### src/rtl/liteeth_sram_port_arbiter.sv
// Two-client round-robin arbiter for a 1RW1R SRAM: writes go to port 0, reads to port 1; 0-cycle write, 1-cycle read, no response backpressure.
// Define LITEETH_SRAM_ARB_BYPASS_EN to forward same-cycle same-address write data to the read response.
module liteeth_sram_port_arbiter #(
  parameter int BITS       = 32,
  parameter int WORD_DEPTH = 384,
  parameter int ADDR_WIDTH = 9
) (
  input  logic                  sys_clk,
  input  logic                  sys_rst,
  input  logic                  req0_valid,
  output logic                  req0_ready,
  input  logic                  req0_we,
  input  logic [ADDR_WIDTH-1:0] req0_addr,
  input  logic [BITS-1:0]       req0_wdata,
  output logic                  rsp0_valid,
  output logic [BITS-1:0]       rsp0_rdata,
  output logic                  rsp0_err,
  input  logic                  req1_valid,
  output logic                  req1_ready,
  input  logic                  req1_we,
  input  logic [ADDR_WIDTH-1:0] req1_addr,
  input  logic [BITS-1:0]       req1_wdata,
  output logic                  rsp1_valid,
  output logic [BITS-1:0]       rsp1_rdata,
  output logic                  rsp1_err,
  output logic                  sram_csb0,
  output logic                  sram_web0,
  output logic [ADDR_WIDTH-1:0] sram_addr0,
  output logic [BITS-1:0]       sram_din0,
  output logic                  sram_csb1,
  output logic [ADDR_WIDTH-1:0] sram_addr1,
  input  logic [BITS-1:0]       sram_dout1
);

  localparam logic [ADDR_WIDTH-1:0] LAST_ADDR = ADDR_WIDTH'(WORD_DEPTH - 1);

  logic                  wr_ptr_q, wr_ptr_d;
  logic                  rd_ptr_q, rd_ptr_d;
  logic                  rd_vld_q, rd_vld_d;
  logic                  rd_own_q, rd_own_d;
  logic                  rd_oor_q, rd_oor_d;
  logic [1:0]            wr_err_q, wr_err_d;

  logic                  w0, w1, r0, r1;
  logic                  wg0, wg1, rg0, rg1;
  logic                  wr_any, rd_any, wr_oor, rd_oor;
  logic [ADDR_WIDTH-1:0] wr_addr, rd_addr;
  logic [BITS-1:0]       wr_dat, rd_dat;

`ifdef LITEETH_SRAM_ARB_BYPASS_EN
  logic                  byp_vld_q, byp_vld_d;
  logic [BITS-1:0]       byp_dat_q, byp_dat_d;
`endif

  always_comb begin
    // Nothing is accepted while reset is held.
    w0 = req0_valid & req0_we & ~sys_rst;
    w1 = req1_valid & req1_we & ~sys_rst;
    r0 = req0_valid & ~req0_we & ~sys_rst;
    r1 = req1_valid & ~req1_we & ~sys_rst;

    wg0 = w0 & (~w1 | ~wr_ptr_q);
    wg1 = w1 & (~w0 | wr_ptr_q);
    rg0 = r0 & (~r1 | ~rd_ptr_q);
    rg1 = r1 & (~r0 | rd_ptr_q);

    wr_any  = wg0 | wg1;
    rd_any  = rg0 | rg1;
    wr_addr = wg1 ? req1_addr : req0_addr;
    wr_dat  = wg1 ? req1_wdata : req0_wdata;
    rd_addr = rg1 ? req1_addr : req0_addr;
    wr_oor  = wr_addr > LAST_ADDR;
    rd_oor  = rd_addr > LAST_ADDR;

    // Under contention the pointer moves to the loser; uncontended grants leave it alone.
    wr_ptr_d = wr_ptr_q;
    if (w0 & w1) wr_ptr_d = wg0;
    rd_ptr_d = rd_ptr_q;
    if (r0 & r1) rd_ptr_d = rg0;

    rd_vld_d = rd_any;
    rd_own_d = rg1;
    rd_oor_d = rd_any & rd_oor;
    wr_err_d = {wg1 & wr_oor, wg0 & wr_oor};

    req0_ready = wg0 | rg0;
    req1_ready = wg1 | rg1;

    sram_csb0  = ~(wr_any & ~wr_oor);
    sram_web0  = sram_csb0;
    sram_addr0 = sram_csb0 ? '0 : wr_addr;
    sram_din0  = sram_csb0 ? '0 : wr_dat;
    sram_csb1  = ~(rd_any & ~rd_oor);
    sram_addr1 = sram_csb1 ? '0 : rd_addr;

`ifdef LITEETH_SRAM_ARB_BYPASS_EN
    byp_vld_d = wr_any & rd_any & ~wr_oor & ~rd_oor & (wr_addr == rd_addr);
    byp_dat_d = wr_dat;
    rd_dat    = rd_oor_q ? '0 : (byp_vld_q ? byp_dat_q : sram_dout1);
`else
    rd_dat    = rd_oor_q ? '0 : sram_dout1;
`endif

    // Masking with sys_rst drops a read accepted just before reset asserts.
    rsp0_valid = rd_vld_q & ~rd_own_q & ~sys_rst;
    rsp1_valid = rd_vld_q & rd_own_q & ~sys_rst;
    rsp0_rdata = rsp0_valid ? rd_dat : '0;
    rsp1_rdata = rsp1_valid ? rd_dat : '0;
    rsp0_err   = ~sys_rst & ((rsp0_valid & rd_oor_q) | wr_err_q[0]);
    rsp1_err   = ~sys_rst & ((rsp1_valid & rd_oor_q) | wr_err_q[1]);
  end

  always_ff @(posedge sys_clk) begin
    if (sys_rst) begin
      wr_ptr_q  <= 1'b0;
      rd_ptr_q  <= 1'b0;
      rd_vld_q  <= 1'b0;
      rd_own_q  <= 1'b0;
      rd_oor_q  <= 1'b0;
      wr_err_q  <= 2'b00;
`ifdef LITEETH_SRAM_ARB_BYPASS_EN
      byp_vld_q <= 1'b0;
      byp_dat_q <= '0;
`endif
    end else begin
      wr_ptr_q  <= wr_ptr_d;
      rd_ptr_q  <= rd_ptr_d;
      rd_vld_q  <= rd_vld_d;
      rd_own_q  <= rd_own_d;
      rd_oor_q  <= rd_oor_d;
      wr_err_q  <= wr_err_d;
`ifdef LITEETH_SRAM_ARB_BYPASS_EN
      byp_vld_q <= byp_vld_d;
      byp_dat_q <= byp_dat_d;
`endif
    end
  end

endmodule

### config.mk
export PLATFORM = sky130hd
export DESIGN_NAME = liteeth_sram_port_arbiter
export DESIGN_NICKNAME = d
export VERILOG_FILES = /design/src/rtl/liteeth_sram_port_arbiter.sv
export SDC_FILE = /design/constraint.sdc
export NUM_CORES = 1
export LEC_CHECK = 0
export CAP_MARGIN = 40
export CORE_ASPECT_RATIO = 0.6
export CORE_UTILIZATION = 27
export CTS_CLUSTER_SIZE = 20
export DETAILED_ROUTE_END_ITERATION = 8
export GPL_ROUTABILITY_DRIVEN = 0
export HOLD_SLACK_MARGIN = 0.06
export PLACE_DENSITY_LB_ADDON = 0.15
export SYNTH_ARGS = -nofsm -noshare
export SYNTH_HDL_FRONTEND = slang
export SYNTH_SLANG_ARGS = --single-unit
export TNS_END_PERCENT = 1
### constraint.sdc
create_clock -name sys_clk -period 2.7 [get_ports sys_clk]
set_input_delay 0.81 -clock sys_clk [delete_from_list [all_inputs] [get_ports sys_clk]]
set_output_delay 0.81 -clock sys_clk [all_outputs]
set_load 0.05 [all_outputs]
==> flow_results.xml, run 1 <==
<?xml version="1.0" encoding="UTF-8"?>
<metrics>
  <group name="place">
    <metric name="dpl-instance-area" unit="um^2">6060</metric>
    <metric name="placed_cells_incl_taps" unit="">672</metric>
    <metric name="buffer_ports.inserted" unit="">242</metric>
    <metric name="post-dp-hpwl" unit="mm">11.3</metric>
  </group>
  <group name="clock_network">
    <metric name="clock-root-buffer" unit="">sky130_fd_sc_hd__clkbuf_16</metric>
    <metric name="postCtsSetupBuffers" unit="">15</metric>
    <metric name="clkSinkCount" unit="">7</metric>
    <metric name="cts-resized-gates" unit="">112</metric>
    <metric name="clock_path_buffers" unit="">2</metric>
    <metric name="clock_tree.htree_level_count" unit="">1</metric>
    <metric name="holdBufCountCts" unit="">0</metric>
    <metric name="cts_made_buffers" unit="">3</metric>
  </group>
  <group name="logic_synthesis">
    <metric name="mappedNetlistNets" unit="">472</metric>
    <metric name="count_of_warnings_emitted_by_yosys" unit="">0</metric>
    <metric name="synth_seq_area_share" unit="">0.0725</metric>
    <metric name="synth.avg_cell_area" unit="um^2">5.49</metric>
    <metric name="ys_seq_elements" unit="">7</metric>
    <metric name="post_synth_inst_count" unit="">352</metric>
    <metric name="synthDistinctLibCells" unit="">30</metric>
    <metric name="post_synth_instance_area" unit="um^2">1930</metric>
  </group>
  <group name="floorplanning">
    <metric name="die_h" unit="um">67.5</metric>
    <metric name="die_width" unit="um">111</metric>
    <metric name="fp-row-count" unit="">23</metric>
    <metric name="ioPinCount" unit="">243</metric>
    <metric name="initial_util" unit="">0.285</metric>
  </group>
  <group name="status">
    <metric name="flow.first_error" unit="">[ERROR DPL-0033] detailed placement checks failed during check placement.</metric>
    <metric name="status" unit="">stopped before the end</metric>
    <metric name="outcome.stop_stage" unit="">4_1_cts</metric>
  </group>
</metrics>
cells in the mapped netlist:
cell type	number	share of area
sky130_fd_sc_hd__inv_2	2	0.0039
sky130_fd_sc_hd__nor2b_1	4	0.013
sky130_fd_sc_hd__nand3_1	5	0.013
sky130_fd_sc_hd__o21ai_1	4	0.010
sky130_fd_sc_hd__nor3b_2	1	0.0065
sky130_fd_sc_hd__dfxtp_1	7	0.072
sky130_fd_sc_hd__nand3b_1	3	0.012
sky130_fd_sc_hd__clkbuf_1	32	0.062
sky130_fd_sc_hd__nand2_1	36	0.070
sky130_fd_sc_hd__o22ai_1	3	0.0097
sky130_fd_sc_hd__o21ai_0	2	0.0052
sky130_fd_sc_hd__nor2_1	66	0.13
sky130_fd_sc_hd__o21ba_1	1	0.0052
sky130_fd_sc_hd__inv_1	4	0.0078
sky130_fd_sc_hd__clkinv_1	1	0.0019
sky130_fd_sc_hd__a21oi_1	54	0.14
sky130_fd_sc_hd__nand4_1	46	0.15
sky130_fd_sc_hd__or3b_1	3	0.014
sky130_fd_sc_hd__nand2b_1	2	0.0065
sky130_fd_sc_hd__a21o_1	3	0.012
sky130_fd_sc_hd__nor3b_1	1	0.0039
sky130_fd_sc_hd__or3_1	4	0.013
sky130_fd_sc_hd__a311o_1	1	0.0052
sky130_fd_sc_hd__buf_1	4	0.0078
sky130_fd_sc_hd__buf_4	1	0.0039
sky130_fd_sc_hd__o31ai_1	1	0.0039
sky130_fd_sc_hd__o211ai_1	46	0.18
sky130_fd_sc_hd__and3b_1	2	0.0091
sky130_fd_sc_hd__nor3_1	1	0.0026
sky130_fd_sc_hd__buf_2	12	0.031
metrics by stage:
step / worst slack [ns] / hold WS (ns) / util
global placement: -0.500 / 0.491 / 0.893
detailed placement: -0.611 / 0.528 / 0.893
floorplan: -0.415 / 0.474 / -
cells by family after synthesis:
| group | Yosys count | share of synthesized area |
|---|---|---|
| simple gates | 174 | 0.439 |
| compound gates | 115 | 0.370 |
| buf+inv | 56 | 0.118 |
| flops | 7 | 0.0725 |
==> run 2: changes to the inputs <==
--- a/config.mk
+++ b/config.mk
@@ -6,12 +6,10 @@
 export NUM_CORES = 1
 export LEC_CHECK = 0
 export CAP_MARGIN = 40
-export CORE_ASPECT_RATIO = 0.6
-export CORE_UTILIZATION = 27
-export CTS_CLUSTER_SIZE = 20
+export CORE_AREA = 2 2 95 97
 export DETAILED_ROUTE_END_ITERATION = 8
+export DIE_AREA = 0 0 97 99
 export GPL_ROUTABILITY_DRIVEN = 0
-export HOLD_SLACK_MARGIN = 0.06
 export PLACE_DENSITY_LB_ADDON = 0.15
 export SYNTH_ARGS = -nofsm -noshare
 export SYNTH_HDL_FRONTEND = slang
==> run 2 against run 1 <==
  * Synthesized area is the same
  * Synthesized cell count is the same
  * The flow now finishes, with violations (setup timing)
==> flow_results.xml, run 2 <==
<?xml version="1.0" encoding="UTF-8"?>
<metrics>
  <group name="critical_path">
    <metric name="critPathRequiredTime" unit="ns">1.89</metric>
    <metric name="critPathArrivalTime" unit="ns">2.01</metric>
    <metric name="category_of_the_most_critical_setup_path" unit="">primary input to output port</metric>
    <metric name="cp-startpoint" unit="">req1_we</metric>
    <metric name="beginning_of_the_worst_register_to_register_path" unit="">wr_ptr_q</metric>
    <metric name="endpoint_kind" unit="">output port</metric>
    <metric name="startpoint_type" unit="">primary input</metric>
    <metric name="cp_max_fo" unit="">6</metric>
  </group>
  <group name="final_layout">
    <metric name="design.final.nets" unit="">733</metric>
    <metric name="largest_reg_by_ff_count" unit="">wr_err_q</metric>
    <metric name="layout.cells.most_common" unit="">sky130_fd_sc_hd__buf_12</metric>
    <metric name="final_cells" unit="">720</metric>
    <metric name="finish.instance_area" unit="um^2">6950</metric>
    <metric name="final_layout_size_suffix_gt1_frac" unit="">0.531</metric>
    <metric name="area_growth_syn_to_layout" unit="%">259</metric>
    <metric name="final_cell_mix" unit="">131 x sky130_fd_sc_hd__buf_12, 110 x sky130_fd_sc_hd__clkdlybuf4s50_1, 50 x sky130_fd_sc_hd__a21oi_2</metric>
    <metric name="count_of_antenna_diodes_in_the_layout" unit="">0</metric>
    <metric name="largest_register_ff_count" unit="">2</metric>
  </group>
  <group name="power_and_ir_drop">
    <metric name="pwr_density_cell" unit="nW/um^2">183</metric>
    <metric name="power.leakage" unit="nW">2.52</metric>
    <metric name="power.switching" unit="mW">0.565</metric>
    <metric name="p_int" unit="mW">0.708</metric>
    <metric name="clock_power_share" unit="">0.120</metric>
    <metric name="switching_share" unit="">0.444</metric>
    <metric name="max-vdd-ir-drop" unit="mV">0.142</metric>
    <metric name="power_frac_seq" unit="">0.086</metric>
    <metric name="combPwrFrac" unit="">0.794</metric>
  </group>
  <group name="logic_synthesis">
    <metric name="yosysTopAreaCellShare" unit="">0.179</metric>
    <metric name="number_of_enable_type_register_cells_in_the_synthesized_netlist" unit="">0</metric>
    <metric name="postSynth.topFlopCell" unit="">sky130_fd_sc_hd__dfxtp_1</metric>
    <metric name="synthTopCellsByArea" unit="">sky130_fd_sc_hd__o211ai_1 18%, sky130_fd_sc_hd__nand4_1 15%, sky130_fd_sc_hd__a21oi_1 14%</metric>
    <metric name="synth.avg_cell_area" unit="um^2">5.49</metric>
    <metric name="synth_common_cells" unit="">66 x sky130_fd_sc_hd__nor2_1, 54 x sky130_fd_sc_hd__a21oi_1, 46 x sky130_fd_sc_hd__nand4_1, 46 x sky130_fd_sc_hd__o211ai_1, 36 x sky130_fd_sc_hd__nand2_1</metric>
    <metric name="ys_seq_elements" unit="">7</metric>
    <metric name="synth_seq_area_share" unit="">0.0725</metric>
    <metric name="mappedNetlistNets" unit="">472</metric>
    <metric name="count_of_warnings_emitted_by_yosys" unit="">0</metric>
    <metric name="synthDistinctLibCells" unit="">30</metric>
    <metric name="post_synth_inst_count" unit="">352</metric>
    <metric name="post-synth-top-area-cell" unit="">sky130_fd_sc_hd__o211ai_1</metric>
    <metric name="post_synth_instance_area" unit="um^2">1930</metric>
    <metric name="yosysMostFrequentCell" unit="">sky130_fd_sc_hd__nor2_1</metric>
    <metric name="synth-async-reset-ratio" unit="">0</metric>
  </group>
  <group name="clock_network">
    <metric name="clock_tree.htree_level_count" unit="">1</metric>
    <metric name="clkLatencyLatePin" unit="ns">0.23</metric>
    <metric name="clkSlewWorstSetupHoldPaths" unit="ns">0.04</metric>
    <metric name="cts_made_buffers" unit="">3</metric>
    <metric name="clock-root-buffer" unit="">sky130_fd_sc_hd__clkbuf_8</metric>
    <metric name="cts_tree" unit="">built</metric>
    <metric name="clock_path_buffers" unit="">2</metric>
    <metric name="holdBufCountCts" unit="">0</metric>
    <metric name="clkSinkCount" unit="">7</metric>
  </group>
  <group name="routing">
    <metric name="dr_wl_met2" unit="mm">7.41</metric>
    <metric name="drt_iter0_drc" unit="">78</metric>
    <metric name="detailroute.wirelength.met3" unit="mm">1.04</metric>
    <metric name="postRouteAntennaNets" unit="">0</metric>
    <metric name="dr_total_vias" unit="">3916</metric>
    <metric name="drt-vias-per-instance" unit="">5.44</metric>
    <metric name="routed_wirelength" unit="mm">13.8</metric>
    <metric name="routedWlPerCell" unit="um">19.2</metric>
    <metric name="drt_drc_violations_left" unit="">0</metric>
    <metric name="drtPass1Iterations" unit="">4</metric>
    <metric name="routedLengthMet1" unit="mm">4.90</metric>
    <metric name="top_layer_used" unit="">met4</metric>
  </group>
  <group name="timing">
    <metric name="max_clock_freq" unit="GHz">0.355</metric>
    <metric name="relSlewSlack" unit="">0.762</metric>
    <metric name="transition_time_of_the_tightest_slew_check_pin" unit="ns">0.357</metric>
    <metric name="unrepaired_setup_endpoints_after_global_routing" unit="">yes</metric>
    <metric name="finClkSkew" unit="ns">0.00211</metric>
    <metric name="final.setup.worst_slack" unit="ns">-0.116</metric>
    <metric name="setup_violations" unit="">104</metric>
    <metric name="min_period" unit="ns">2.82</metric>
    <metric name="slew_violations" unit="">0</metric>
    <metric name="hold_violations" unit="">0</metric>
    <metric name="finalCritPeriodShare" unit="">1.04</metric>
  </group>
  <group name="floorplanning">
    <metric name="die_outline_area" unit="um^2">9600</metric>
    <metric name="die_h" unit="um">99</metric>
    <metric name="fp-row-count" unit="">34</metric>
    <metric name="initial_util" unit="">0.226</metric>
    <metric name="design.core.area" unit="um^2">8550</metric>
    <metric name="die_width" unit="um">97</metric>
    <metric name="ioPinCount" unit="">243</metric>
  </group>
  <group name="worst_hold_path">
    <metric name="worstHoldStart" unit="">wr_ptr_q</metric>
    <metric name="worst_hold_path_class" unit="">flop to flop</metric>
  </group>
  <group name="place">
    <metric name="post-dp-hpwl" unit="mm">9.80</metric>
    <metric name="dpl-instance-area" unit="um^2">6150</metric>
    <metric name="placed_cells_incl_taps" unit="">705</metric>
    <metric name="buffer_ports.inserted" unit="">242</metric>
  </group>
  <group name="flow_run">
    <metric name="max_cap_viol" unit="">0</metric>
  </group>
  <group name="status">
    <metric name="status" unit="">finished, violations left</metric>
    <metric name="failed_checks" unit="">setup timing</metric>
  </group>
  <group name="global_route">
    <metric name="grt_pass1_wl" unit="mm">20.7</metric>
    <metric name="grt_overflow_total" unit="">0</metric>
    <metric name="number_of_antenna_violations_at_the_first_check_in_global_routing" unit="">0</metric>
    <metric name="grt_usage" unit="">0.259</metric>
    <metric name="maximum_number_of_pins_on_one_net_before_global_route_repair" unit="">35</metric>
    <metric name="first_global_vias" unit="">4078</metric>
  </group>
</metrics>
[run 2: cell counts after synthesis]
No cell type changed its count.
[run 2: metal layers]
layer,global-route usage,up-vias
met5,0,-
li1,-,1819
met2,0.497,204
met1,0.264,1858
met3,0.0702,35
met4,0.106,0
[run 2: path summary, 6_finish.rpt]
path / endpoint / slack, ns / cells after the start
setup / recovery: sram_addr1[0] / -0.12 / 6
hold / removal: wr_ptr_q / 0.56 / 2
setup reg to reg: wr_err_q[0] / 1.33 / 5
hold reg to reg: wr_ptr_q / 0.56 / 2
[run 2: layout make-up]
type	instances	area, um^2
clock buffers	4	45.0
fillers	517	1600
inverters	7	28.8
multi-input cells	289	2200
flip-flops and latches	7	140
well taps	108	135
repair buffers	305	4400
[run 2: stage by stage]
step	total power, mW	setup WS (ns)	util	TNS [ns]	hold slack (ns)
finish	1.27	-0.116	0.813	-5.38	0.558
detailed placement	1.02	-0.609	0.720	-66.10	0.551
CTS	1.25	-0.117	0.792	-4.40	0.559
floorplan	0.507	-0.415	-	-28.32	0.474
global route	1.32	-0.170	0.813	-9.68	0.566
global placement	1.00	-0.571	0.720	-63.46	0.501
[run 2: power groups by stage]
stage | combinational [mW] | sequential, mW | clock (mW)
2_1_floorplan | 0.397 | 0.110 | 0
3_3_place_gp | 0.893 | 0.111 | 0
3_5_place_dp | 0.905 | 0.111 | 0
4_1_cts | 0.986 | 0.110 | 0.155
5_1_grt | 1.05 | 0.110 | 0.161
6_report | 1.01 | 0.110 | 0.153
[run 2: cells by family (layout without fill, tap and decap cells)]
| group | count (synthesis) | in the layout | share of synthesized area |
|---|---|---|---|
| and+or+nand+nor | 174 | 174 | 0.439 |
| DFF | 7 | 7 | 0.0725 |
| buffers and inverters | 56 | 316 | 0.118 |
| AOI/OAI and AO/OA | 115 | 115 | 0.370 |
[run 2: what timing repair did]
item	in CTS	in global routing
endpoints found under the hold margin	0	0
resized for setup	163	35
gates cloned	7	0
setup endpoints to repair	123	121
setup buffers	4	0
pin swaps	49	41
[run 2: critical path, cell delays in order]
cell	delay, ns
sky130_fd_sc_hd__buf_8	0.10
sky130_fd_sc_hd__or3b_4	0.45
sky130_fd_sc_hd__buf_8	0.16
sky130_fd_sc_hd__o211ai_1	0.20
sky130_fd_sc_hd__a21oi_2	0.12
sky130_fd_sc_hd__buf_12	0.16
(Power assumes the default switching activity.)
